`src/rtl/keypad_code_entry.sv`:
```
// keypad_code_entry: debounced keypad passcode entry (clk, rst, key_press, key_code in; keypad_out, code_ok, code_bad, locked, digit_cnt out)
module keypad_code_entry #(
  parameter int unsigned DEBOUNCE_CYCLES = 1_000_000,
  parameter int unsigned CODE_LEN = 4,
  parameter logic [15:0] PASSCODE = 16'h1234,
  parameter int unsigned TIMEOUT_CYCLES = 500_000_000,
  parameter int unsigned MAX_FAIL = 3,
  parameter logic [31:0] LOCKOUT_CYCLES = 32'd3_000_000_000
) (
  input  logic       clk,
  input  logic       rst,
  input  logic       key_press,
  input  logic [3:0] key_code,
  output logic [3:0] keypad_out,
  output logic       code_ok,
  output logic       code_bad,
  output logic       locked,
  output logic [2:0] digit_cnt
);
  localparam int BW = 4 * CODE_LEN;
  typedef enum logic [1:0] {S_IDLE, S_COLLECT, S_CHECK, S_LOCKOUT} state_t;
  state_t r_state, w_next;
  logic r_kp_s1, r_kp_s2, r_db_lvl, r_evt;
  logic [3:0] r_kc_s1, r_kc_s2, r_key;
  logic [31:0] r_db_cnt, r_to_cnt, r_lo_cnt;
  logic [BW-1:0] r_buf;
  logic [7:0] r_fail;
  logic [2:0] r_digit_cnt;
  logic r_code_ok, r_code_bad, r_locked;
  logic w_digit, w_clear, w_timeout, w_match, w_last, w_lo_done, w_full;
  logic w_code_ok, w_code_bad, w_locked;
  logic [2:0] w_dcnt;
  always_ff @(posedge clk or posedge rst)
    if (rst) begin
      r_kp_s1 <= 1'b0;
      r_kp_s2 <= 1'b0;
      r_kc_s1 <= '0;
      r_kc_s2 <= '0;
      r_db_lvl <= 1'b0;
      r_db_cnt <= '0;
      r_evt <= 1'b0;
      r_key <= '0;
    end else begin
      r_kp_s1 <= key_press;
      r_kp_s2 <= r_kp_s1;
      r_kc_s1 <= key_code;
      r_kc_s2 <= r_kc_s1;
      r_evt <= 1'b0;
      if (r_kp_s2 == r_db_lvl)
        r_db_cnt <= '0;
      else if (r_db_cnt == DEBOUNCE_CYCLES) begin
        r_db_lvl <= r_kp_s2;
        r_db_cnt <= '0;
        r_evt <= r_kp_s2;
        r_key <= r_kc_s2;
      end else
        r_db_cnt <= r_db_cnt + 32'd1;
    end
  assign w_digit = r_evt && r_key <= 4'd9;
  assign w_clear = r_evt && r_key == 4'hE;
  assign w_timeout = r_state == S_COLLECT && r_to_cnt == TIMEOUT_CYCLES - 1;
  assign w_match = r_buf == PASSCODE[BW-1:0];
  assign w_last = r_fail == 8'(MAX_FAIL - 1);
  assign w_lo_done = r_lo_cnt == LOCKOUT_CYCLES - 32'd1;
  assign w_full = r_digit_cnt == 3'(CODE_LEN - 1);
  always_ff @(posedge clk or posedge rst)
    if (rst) r_state <= S_IDLE;
    else r_state <= w_next;
  // timeout is evaluated ahead of key handling so an expiring digit is dropped
  always_comb begin
    w_next = r_state;
    case (r_state)
      S_IDLE:    w_next = w_digit ? (CODE_LEN == 1 ? S_CHECK : S_COLLECT) : S_IDLE;
      S_COLLECT: w_next = (w_timeout || w_clear) ? S_IDLE : (w_digit && w_full) ? S_CHECK : S_COLLECT;
      S_CHECK:   w_next = (!w_match && w_last) ? S_LOCKOUT : S_IDLE;
      S_LOCKOUT: w_next = w_lo_done ? S_IDLE : S_LOCKOUT;
      default:   w_next = S_IDLE;
    endcase
  end
  always_comb begin
    w_code_ok = r_state == S_CHECK && w_match;
    w_code_bad = r_state == S_CHECK && !w_match;
    w_locked = w_next == S_LOCKOUT;
    w_dcnt = r_state == S_IDLE ? (w_digit ? 3'd1 : 3'd0) :
             r_state == S_COLLECT ? ((w_timeout || w_clear) ? 3'd0 : w_digit ? r_digit_cnt + 3'd1 : r_digit_cnt) : 3'd0;
  end
  always_ff @(posedge clk or posedge rst)
    if (rst) begin
      r_buf <= '0;
      r_fail <= '0;
      r_to_cnt <= '0;
      r_lo_cnt <= '0;
      r_digit_cnt <= '0;
      r_code_ok <= 1'b0;
      r_code_bad <= 1'b0;
      r_locked <= 1'b0;
    end else begin
      r_buf <= r_state == S_IDLE ? (w_digit ? BW'(r_key) : '0) :
               r_state == S_COLLECT ? ((w_timeout || w_clear) ? '0 : w_digit ? BW'({r_buf, r_key}) : r_buf) : '0;
      r_fail <= r_state == S_CHECK ? (w_match ? 8'd0 : r_fail + 8'd1) :
                (r_state == S_LOCKOUT && w_lo_done) ? 8'd0 : r_fail;
      r_to_cnt <= (r_state == S_COLLECT && w_next == S_COLLECT && !w_digit) ? r_to_cnt + 32'd1 : '0;
      r_lo_cnt <= (r_state == S_LOCKOUT && !w_lo_done) ? r_lo_cnt + 32'd1 : '0;
      r_digit_cnt <= w_dcnt;
      r_code_ok <= w_code_ok;
      r_code_bad <= w_code_bad;
      r_locked <= w_locked;
    end
  assign keypad_out = r_code_ok ? 4'b1100 : 4'b0000;
  assign code_ok = r_code_ok;
  assign code_bad = r_code_bad;
  assign locked = r_locked;
  assign digit_cnt = r_digit_cnt;
endmodule

```
`config.mk`:
```
export PLATFORM = sky130hd
export DESIGN_NAME = keypad_code_entry
export DESIGN_NICKNAME = d
export VERILOG_FILES = /design/src/rtl/keypad_code_entry.sv
export SDC_FILE = /design/constraint.sdc
export NUM_CORES = 1
export LEC_CHECK = 0
export ABC_AREA = 0
export CAP_MARGIN = 10
export CORE_MARGIN = 1
export CORE_UTILIZATION = 30
export DETAILED_ROUTE_END_ITERATION = 8
export PLACE_DENSITY = 0.52
export SLEW_MARGIN = 25
export SYNTH_ARGS = -nofsm -noshare
export SYNTH_HDL_FRONTEND = slang
export SYNTH_SLANG_ARGS = --single-unit
```
`constraint.sdc`:
```
create_clock -name clk -period 6.65 [get_ports clk]
set_input_delay 1.995 -clock clk [delete_from_list [all_inputs] [get_ports clk]]
set_output_delay 1.995 -clock clk [all_outputs]
set_load 0.05 [all_outputs]
```
# After elaboration in Yosys (flattened, before gate mapping)
# Index checks and enable logic that the tools add are counted.
[totals]
regBits = 144
output_inout_bits = 10
wordCells = 83
inputBits = 7
[op_classes]
addsub = 5
bitwise = 1
magnitude_cmp = 1
n_mux = 26
n_reduce_logical = 18
eq_ne = 15
[ops]
columns = ["operator", "count"]
rows = [
  ["$mux 32", 4],
  ["$add 32x1->32 const B", 3],
  ["$mux 16", 4],
  ["$eq 32x20->1 const B", 1],
  ["$eq 32x29->1 const B", 1],
  ["$eq 32x32->1 const B", 1],
  ["$mux 8", 3],
  ["$eq 16x13->1 const B", 1],
  ["$mux 3", 4],
  ["$logic_and 1x1->1", 11],
  ["$add 8x1->8 const B", 1],
  ["$eq 8x2->1 const B", 1],
  ["$mux 2", 4],
  ["$mux 4", 2],
  ["$pmux 2 s4", 1],
  ["$eq 2x2->1 const B", 3],
  ["$eq 2x1->1 const B", 2],
  ["$eq 4x4->1 const B", 1],
  ["$le 4x4->1 const B", 1],
  ["$mux 1", 4],
  ["$ne 4x2->1 const B", 1],
  ["$ne 4x3->1 const B", 1],
  ["$add 3x1->3 const B", 1],
  ["$eq 3x2->1 const B", 1],
  ["7 further kinds", 9],
]

# Logic depth before layout (Yosys ltp)
# Gate-level depths: netlist (run 1).
[logic_depth]
word_depth = 10
ltp_mapped = 8

# Worst setup path before layout (run 1)
# No wires, ideal clock.
[synth_timing]
kind = "flip-flop to output port"
startpoint = "register r_code_ok, in the netlist code_ok"
endpoint = "output keypad_out[2]"
path_stages_with_launch = 2
arrival_ps = 905
n_path_buf = 1
slack_ps = 3750
path_cell_list = "dfrtp_1 > buf_4"
[synth_via]
elab_chain_len = 1
[synth_rtl]
columns = ["item", "line", "rtl"]
rows = [
  ["start: declaration", "29", "logic r_code_ok, r_code_bad, r_locked;"],
  ["start signal: assignment", "105", "r_code_ok <= w_code_ok;"],
  ["$mux 4", "109", "assign keypad_out = r_code_ok ? 4'b1100 : 4'b0000;"],
  ["end: declaration", "14", "output logic [3:0] keypad_out,"],
]
# No other way between the ends.

# Final worst setup path (run 1)
[layout_timing]
startpoint = "register r_digit_cnt[0], in the netlist digit_cnt[0]"
endpoint = "output digit_cnt[0]"
[layout_rtl]
columns = ["item", "line", "rtl"]
rows = [
  ["start: declaration", "28", "logic [2:0] r_digit_cnt;"],
  ["start signal: assignment", "104", "r_digit_cnt <= w_dcnt;"],
  ["end: declaration", "18", "output logic [2:0] digit_cnt"],
]
# No word-level cell between the ends.

==> qor.log, run 1 <==
[clock_network] number of buffers added to fix hold violations after cts 0
[worst_setup_path] FF-to-FF End r_state[0]$_DFF_PP0_
[synth] post-synthesis cell area 0.00687 mm2
[sta] FMAX 0.274 GHz
[synth] Warnings, synthesis 0
[grt] antenna violations before repair 0
[worst_setup_path] Critical Path Start Type flop
[synth] primary flip-flop cell chosen by synthesis mapping sky130_fd_sc_hd__dfrtp_1
[clock_network] level count of the clock H-tree 4
[worst_setup_path] data required time at the worst endpoint 4660 ps
[sta] number of max-slew violations in the final report 0
[floorplan] vertical die dimension 153 um
[floorplan] number of placement rows 55
[drt] Via Count 4733
[worst_setup_path] worst reg2reg startpoint r_state[1]$_DFF_PP0_
[drt] post-detailed-routing wire length 13400 um
[synth] main area contributors after synthesis sky130_fd_sc_hd__dfrtp_1 (52%), sky130_fd_sc_hd__xor2_1 (7.4%), sky130_fd_sc_hd__nor2_1 (6.3%)
[floorplan] area inside the core boundary 0.0226 mm2
[sta] Fin. Hold Viols 0
[synth] number of cells produced by synthesis 675
[min_path] number of instances on the worst hold path 0
[clock_network] deepest clock path buffer count 2
[sta] RSZ-0062 raised after global routing false
[final_layout] commonest non-fill, non-tap cell in the layout sky130_fd_sc_hd__dfrtp_1
[grt] number of global-route vias before repair 4700
[floorplan] starting utilization of the core area 30.4%
[clock_network] clock transition at the register clock pins on the worst setup and hold paths after CTS 60 ps
[drt] Detailed Route Iter0 Violations 274
[grt] GRT Overall Usage 12.3%
[grt] global-route wire length before repair 23500 um
[clock_network] total number of clock tree sinks 144
[drt] DRC violation count after routing 0
[synth] post-synthesis cell type count 52
[synth] share of synthesized area occupied by flip-flops and latches 52.4%
[drt] WL/cell 13.6 um
[worst_setup_path] data arrival time of the critical path 1650 ps
[worst_setup_path] kind of critical path flop to primary output
[placement] total half-perimeter wirelength after legalization and detailed placement 8660 um
[final_layout] Fill cells 2278
[placement] routability congestion estimate 0.746
[drt] antenna viol nets, final 0
[sta] Fin Clk Skew 8.12 ps
[pwr] leakage power summed over all cells 3.26 nW
[synth] Yosys reg bits 144
[clock_network] CTS tree yes
[worst_setup_path] Worst setup endpoint digit_cnt[0]
[placement] I/O Buffers 14
[worst_setup_path] chain of cells forming the critical path clkdlybuf4s50_1
[clock_network] post-CTS setup buffer count 0
[synth] async set-or-reset flop fraction in the synthesized netlist 100%
[floorplan] horizontal die dimension 153 um
[final_layout] most used cells in the layout excluding fill and tap cells sky130_fd_sc_hd__dfrtp_1 (144), sky130_fd_sc_hd__nor2_1 (115), sky130_fd_sc_hd__nand2_1 (59)
[sta] endpoints failing setup 0
[sta] WHS 347 ps
[sta] Worst slew margin 36.2%
[pwr] largest voltage drop on the vdd net 0.000167 V
[final_layout] total area of multi-input combinational cells 0.00310 mm2
[worst_setup_path] Buf+Inv Stages, Crit Path 1
[synth] area fraction of the dominant cell type after synthesis 52.4%
[worst_setup_path] kind of end point of the critical path primary output
[clock_network] CTS Buf Count 17
[final_layout] non-filler instance count after layout 989
[min_path] worst min-delay path category flop to flop
[worst_setup_path] CP max FO 3
[final_layout] area of all sequential standard cells 0.00360 mm2
[drt] number of detailed-route iterations in the first pass 5
[final_layout] core occupancy in the finished layout 35.2%
[floorplan] Die Footprint 0.0235 mm2
[worst_setup_path] family with the most delay on the worst path buffers and inverters
[worst_setup_path] r2r worst-path depth 5
[clock_network] post-cts resize count 0
[final_layout] area delta synth->final 15.8%
[final_layout] fraction of layout instances using a drive strength above 1 8.10%
[grt] pin count of the biggest net entering global routing 92
[worst_setup_path] Crit-path slowest cell sky130_fd_sc_hd__clkdlybuf4s50_1
[placement] instance count after placement with tap cells included 957
[clock_network] Clock Latency Late Sink 420 ps
[drt] via-per-instance ratio 4.79
[clock_network] CTS Root Cell sky130_fd_sc_hd__clkbuf_16
[worst_setup_path] Crit. Startpoint digit_cnt[0]$_DFFE_PP0P_
[sta] minimum clock period 3650 ps
[worst_setup_path] delay of the slowest cell on the worst path 830 ps
[sta] aggregate negative setup slack 0 ps
[worst_setup_path] Stages on worst setup path 1
[final_layout] number of antenna repair diodes 0
[synth] Post-synth EDFFs 0
[worst_setup_path] internal reg-to-reg setup slack 3970 ps
[final_layout] Final nets 706
[sta] part of the cycle the worst path needs 54.8%
[pwr] power density over the cells 251 mW/mm2
[floorplan] num ports 17
[synth] library cell occupying the most area in the post-synthesis netlist sky130_fd_sc_hd__dfrtp_1
[outcome] status finished clean
[synth] mean post-synth cell area 10.2 um2
[sta] measured slew at the worst slew-check pin 949 ps
[grt] remaining global-route overflow 0
[run] number of violations of the max-capacitance limit 0
## worst min path at each step
| stage | startpoint | endpoint | slack, ps |
|---|---|---|---|
| floorplan | r_kc_s1[0]$_DFF_PP0_ | r_kc_s2[0]$_DFF_PP0_ | 330 |
| global placement | r_kc_s1[1]$_DFF_PP0_ | r_kc_s2[1]$_DFF_PP0_ | 330 |
| detailed placement | r_kc_s1[1]$_DFF_PP0_ | r_kc_s2[1]$_DFF_PP0_ | 330 |
| CTS | r_kc_s1[1]$_DFF_PP0_ | r_kc_s2[1]$_DFF_PP0_ | 350 |
| global route | r_kc_s1[2]$_DFF_PP0_ | r_kc_s2[2]$_DFF_PP0_ | 350 |
| finish | r_kc_s1[1]$_DFF_PP0_ | r_kc_s2[1]$_DFF_PP0_ | 350 |
## worst register-to-register path: stages, from the launching register on
cell and delay, ps:
sky130_fd_sc_hd__dfrtp_1 450, sky130_fd_sc_hd__nand2b_1 250, sky130_fd_sc_hd__or4_1 560, sky130_fd_sc_hd__nor4_4 410
sky130_fd_sc_hd__nand2b_1 620, sky130_fd_sc_hd__o221ai_1 230
## sequential cells by signal (all words and copies together), names as in the netlist, 2 cells and up
register / flops
r_kc_s2: 4
r_fail: 8
r_lo_cnt: 32
digit_cnt: 3
r_state: 2
r_kc_s1: 4
r_db_cnt: 32
r_key: 4
r_to_cnt: 32
r_buf: 16
## stage by stage
step / cell area, um2 / total power, W / setup WS (ps)
floorplan: 6880 / 0.000922 / 789
global placement: 7280 / 0.000934 / 3100
detailed placement: 7280 / 0.000934 / 3070
CTS: 7950 / 0.00203 / 2960
global route: 7960 / 0.00207 / 2930
finish: 7960 / 0.00200 / 3000
## per-layer routing
layer / global-route usage [%] / part of all wire [%]
met1: 17.1 / 52
met2: 18.5 / 44
met3: 3.20 / 2.5
met4: 4.57 / 1.4
met5: 0 / 0
## cells by family (layout without fill, tap and decap cells)
group	count (synthesis)	after routing	share of synthesized area, %
fa+ha+maj	8	8	1.46
other cells	1	2	0.0546
xor+xnor	92	92	11.7
simple gates	350	350	27.1
mux	6	6	0.983
buf+inv	36	64	2.69
compound gates	38	38	3.59
flops	144	144	52.4
## cell usage after synthesis, drive strengths merged (2+ instances only)
cell type,number
o211ai,2
mux2,6
inv,13
and4,11
nand3,35
buf,16
and4b,2
a21o,2
nor4b,12
a211o,3
a21oi,16
xor2,58
and2,4
nor4,16
and3,20
nor3b,4
nor2,115
xnor2,34
or4,5
nor3,12
or2,2
dfrtp,144
nand2b,4
nand2,60
or3,3
clkbuf,7
a22oi,4
o21ai,4
nand4,41
ha,8
## final cells by class
class                      count  share of cell area (%)
clock inverter                13                    2.96
clock buffer                  19                    5.44
timing repair buffer          19                    2.23
sequential                   144                    45.3
inverter                      13                   0.676
tap                          285                    4.48
multi-input combinational    496                    38.9
## power by group
part           switching [W]   total, W  internal [W]
clock network       0.000375    0.00108      0.000705
logic              0.0000252  0.0000320    0.00000682
registers         0.00000306   0.000884      0.000881
total               0.000403    0.00200       0.00159
Note: power is estimated with default switching activity, not from simulation.
==> run 2, diff against run 1 <==
==> constraint.sdc (replaced) <==
create_clock -name clk -period 3.4 [get_ports clk]
set_input_delay 1.02 -clock clk [delete_from_list [all_inputs] [get_ports clk]]
set_output_delay 1.02 -clock clk [all_outputs]
set_load 0.05 [all_outputs]
==> qor.log, run 2 (synthesized netlist as in run 1, its figures left out) <==
[final_layout] top flop regs r_db_cnt: 32 flops, r_lo_cnt: 32 flops, r_to_cnt: 32 flops
[drt] antenna viol nets, final 0 [unchanged]
[sta] FMAX 0.375 GHz
[final_layout] area of all sequential standard cells 0.00360 mm2 [unchanged]
[outcome] status finished clean
[sta] endpoints failing setup 0 [unchanged]
[floorplan] Die Footprint 0.0235 mm2 [unchanged]
[final_layout] non-filler instance count after layout 991 [+0.20%]
[min_path] worst min-delay path category flop to flop
[sta] aggregate negative setup slack 0 ps [unchanged]
[sta] part of the cycle the worst path needs 78.5%
[clock_network] number of buffers added to fix hold violations after cts 0 [unchanged]
[placement] I/O Buffers 14 [unchanged]
[pwr] largest voltage drop on the vdd net 0.000343 V [+110%]
[final_layout] commonest non-fill, non-tap cell in the layout sky130_fd_sc_hd__dfrtp_1
[clock_network] post-CTS setup buffer count 0 [unchanged]
[pwr] logic gate share of total power 1.7% [about the same]
[worst_setup_path] data required time at the worst endpoint 2380 ps [-2280 ps]
[clock_network] CTS Root Cell sky130_fd_sc_hd__clkbuf_16
[final_layout] number of antenna repair diodes 0 [unchanged]
[floorplan] area inside the core boundary 0.0226 mm2 [unchanged]
[placement] total half-perimeter wirelength after legalization and detailed placement 8650 um [-0.13%]
[clock_network] clock transition at the register clock pins on the worst setup and hold paths after CTS 60 ps [about the same]
[pwr] power density over the cells 484 mW/mm2 [+93%]
[clock_network] total number of clock tree sinks 144 [unchanged]
[worst_setup_path] chain of cells forming the critical path clkdlybuf4s50_1
[drt] Detailed Route Iter0 Violations 250 [-8.8%]
[sta] min setup slack post-route 730 ps [-2270 ps]
[sta] measured slew at the worst slew-check pin 969 ps [+20.2 ps]
[pwr] sequential cell fraction of total power 44.9% [+0.6 points]
[drt] DRC violation count after routing 0 [unchanged]
[sta] RSZ-0062 raised after global routing false
[worst_setup_path] internal reg-to-reg setup slack 890 ps [-3080 ps]
[drt] via-per-instance ratio 4.79 [about the same]
[worst_setup_path] kind of critical path flop to primary output
[worst_setup_path] Stages on worst setup path 1 [unchanged]
[run] number of violations of the max-capacitance limit 0 [unchanged]
[grt] antenna violations before repair 0 [unchanged]
[floorplan] starting utilization of the core area 30.4% [unchanged]
[placement] routability congestion estimate 0.724 [-3.0%]
[final_layout] fraction of layout instances using a drive strength above 1 8.36% [+0.26 points]
[sta] Worst slew margin 34.8% [-1.4 points]
[drt] post-detailed-routing wire length 13100 um [-2.2%]
[final_layout] total area of multi-input combinational cells 0.00310 mm2 [unchanged]
[worst_setup_path] CP max FO 3 [unchanged]
[sta] minimum clock period 2670 ps
[pwr] Switching Power 0.000804 W [+100%]
[floorplan] horizontal die dimension 153 um [unchanged]
[final_layout] Fill cells 2264 [-0.61%]
[clock_network] deepest clock path buffer count 2 [unchanged]
[clock_network] post-cts resize count 0 [unchanged]
[sta] number of max-slew violations in the final report 0 [unchanged]
[sta] Fin Clk Skew 9.83 ps [+1.71 ps]
[floorplan] vertical die dimension 153 um [unchanged]
[placement] Place WS 888 ps [-2190 ps]
[worst_setup_path] Crit. Startpoint digit_cnt[0]$_DFFE_PP0P_
[pwr] switching power share of the total 20.9% [+0.68 points]
[drt] WL/cell 13.3 um [-2.4%]
[final_layout] most used cells in the layout excluding fill and tap cells sky130_fd_sc_hd__dfrtp_1 (144), sky130_fd_sc_hd__nor2_1 (115), sky130_fd_sc_hd__nand2_1 (60)
[grt] global-route wire length before repair 23100 um [-1.8%]
[worst_setup_path] Buf+Inv Stages, Crit Path 1 [unchanged]
[drt] number of detailed-route iterations in the first pass 4 [-1]
[grt] number of global-route vias before repair 4548 [-3.2%]
[final_layout] core occupancy in the finished layout 35.3% [+0.061 points]
[worst_setup_path] kind of end point of the critical path primary output
[floorplan] num ports 17 [unchanged]
[clock_network] level count of the clock H-tree 4 [unchanged]
[final_layout] area delta synth->final 16.0%
[sta] Fin. Hold Viols 0 [unchanged]
[drt] Via Count 4745 [+0.25%]
[floorplan] number of placement rows 55 [unchanged]
[pwr] Clock Power Share 53.4% [-0.7 points]
[worst_setup_path] FF-to-FF End r_state[0]$_DFF_PP0_
[grt] remaining global-route overflow 0 [unchanged]
[worst_setup_path] data arrival time of the critical path 1650 ps [about the same]
[pwr] Internal Dissipation 0.00305 W [+91%]
[worst_setup_path] delay of the slowest cell on the worst path 830 ps [about the same]
[clock_network] CTS tree yes
[worst_setup_path] family with the most delay on the worst path buffers and inverters
[clock_network] CTS Buf Count 17 [unchanged]
[placement] instance count after placement with tap cells included 959 [+0.21%]
[final_layout] Final nets 708 [+0.28%]
[clock_network] Clock Latency Late Sink 410 ps [about the same]
[worst_setup_path] r2r worst-path depth 5 [unchanged]
[grt] pin count of the biggest net entering global routing 108 [+17%]
[worst_setup_path] worst reg2reg startpoint r_state[1]$_DFF_PP0_
[worst_setup_path] Crit-path slowest cell sky130_fd_sc_hd__clkdlybuf4s50_1
[worst_setup_path] Worst setup endpoint digit_cnt[0]
[worst_setup_path] Critical Path Start Type flop
[pwr] leakage power summed over all cells 3.28 nW [+0.63%]
[grt] GRT Overall Usage 12.1% [-0.22 points]
-- run 2: cell count changes in the layout (fill, tap and decap cells not counted) --
cell / change
sky130_fd_sc_hd__clkinvlp_4: +2
sky130_fd_sc_hd__clkbuf_1: -2
sky130_fd_sc_hd__nand2_2: -1
sky130_fd_sc_hd__inv_6: +2
sky130_fd_sc_hd__nor4_2: -2
sky130_fd_sc_hd__nand2_1: +1
sky130_fd_sc_hd__clkinv_4: -1
sky130_fd_sc_hd__buf_4: +1
sky130_fd_sc_hd__nor4_1: +1
sky130_fd_sc_hd__bufinv_16: -1
sky130_fd_sc_hd__nor4_4: +1
sky130_fd_sc_hd__buf_12: +1
-- run 2: layout make-up --
class,count,area share [%]
sequential,144,45.2
multi-input combinational,496,38.9
tap,285,4.47
clock buffer,17,5.34
clock inverter,15,2.89
timing repair buffer,21,2.57
inverter,13,0.659
-- run 2: how the worst min path moves through the flow --
stage / depth (start not counted) / to / startpoint / slack [ps]
after floorplan: 0 / r_kc_s2[0]$_DFF_PP0_ / r_kc_s1[0]$_DFF_PP0_ / 330
after global placement: 0 / r_kc_s2[3]$_DFF_PP0_ / r_kc_s1[3]$_DFF_PP0_ / 340
after detailed placement: 0 / r_kc_s2[3]$_DFF_PP0_ / r_kc_s1[3]$_DFF_PP0_ / 340
after CTS: 0 / r_kc_s2[1]$_DFF_PP0_ / r_kc_s1[1]$_DFF_PP0_ / 360
after global routing: 0 / r_kc_s2[3]$_DFF_PP0_ / r_kc_s1[3]$_DFF_PP0_ / 380
final: 0 / r_kc_s2[3]$_DFF_PP0_ / r_kc_s1[3]$_DFF_PP0_ / 350
-- run 2: power by group through the flow --
stage	clock, W	combinational, W	sequential, W
floorplan	0	0.0000462	0.00176
global placement	0	0.0000696	0.00176
detailed placement	0	0.0000692	0.00176
CTS	0.00212	0.0000695	0.00173
global route	0.00219	0.0000771	0.00173
finish	0.00206	0.0000653	0.00173
-- run 2: routing by layer --
layer  share of wire, %  GRT usage [%]  vias to the layer above  wire [um]
met5                  0              0                        -          0
met4                1.1           3.95                        0        144
met3                2.7           2.84                        9        350
met2                 45           18.2                       52       5960
met1                 51           17.1                     2314       6680
li1                   -              -                     2370          -
-- run 2: through the flow --
stage / power (W) / hold slack [ps] / area [um2]
finish: 0.00385 / 354 / 7970
global route: 0.00400 / 376 / 7970
CTS: 0.00392 / 358 / 7960
detailed placement: 0.00183 / 340 / 7310
global placement: 0.00183 / 336 / 7310
floorplan: 0.00180 / 331 / 6880
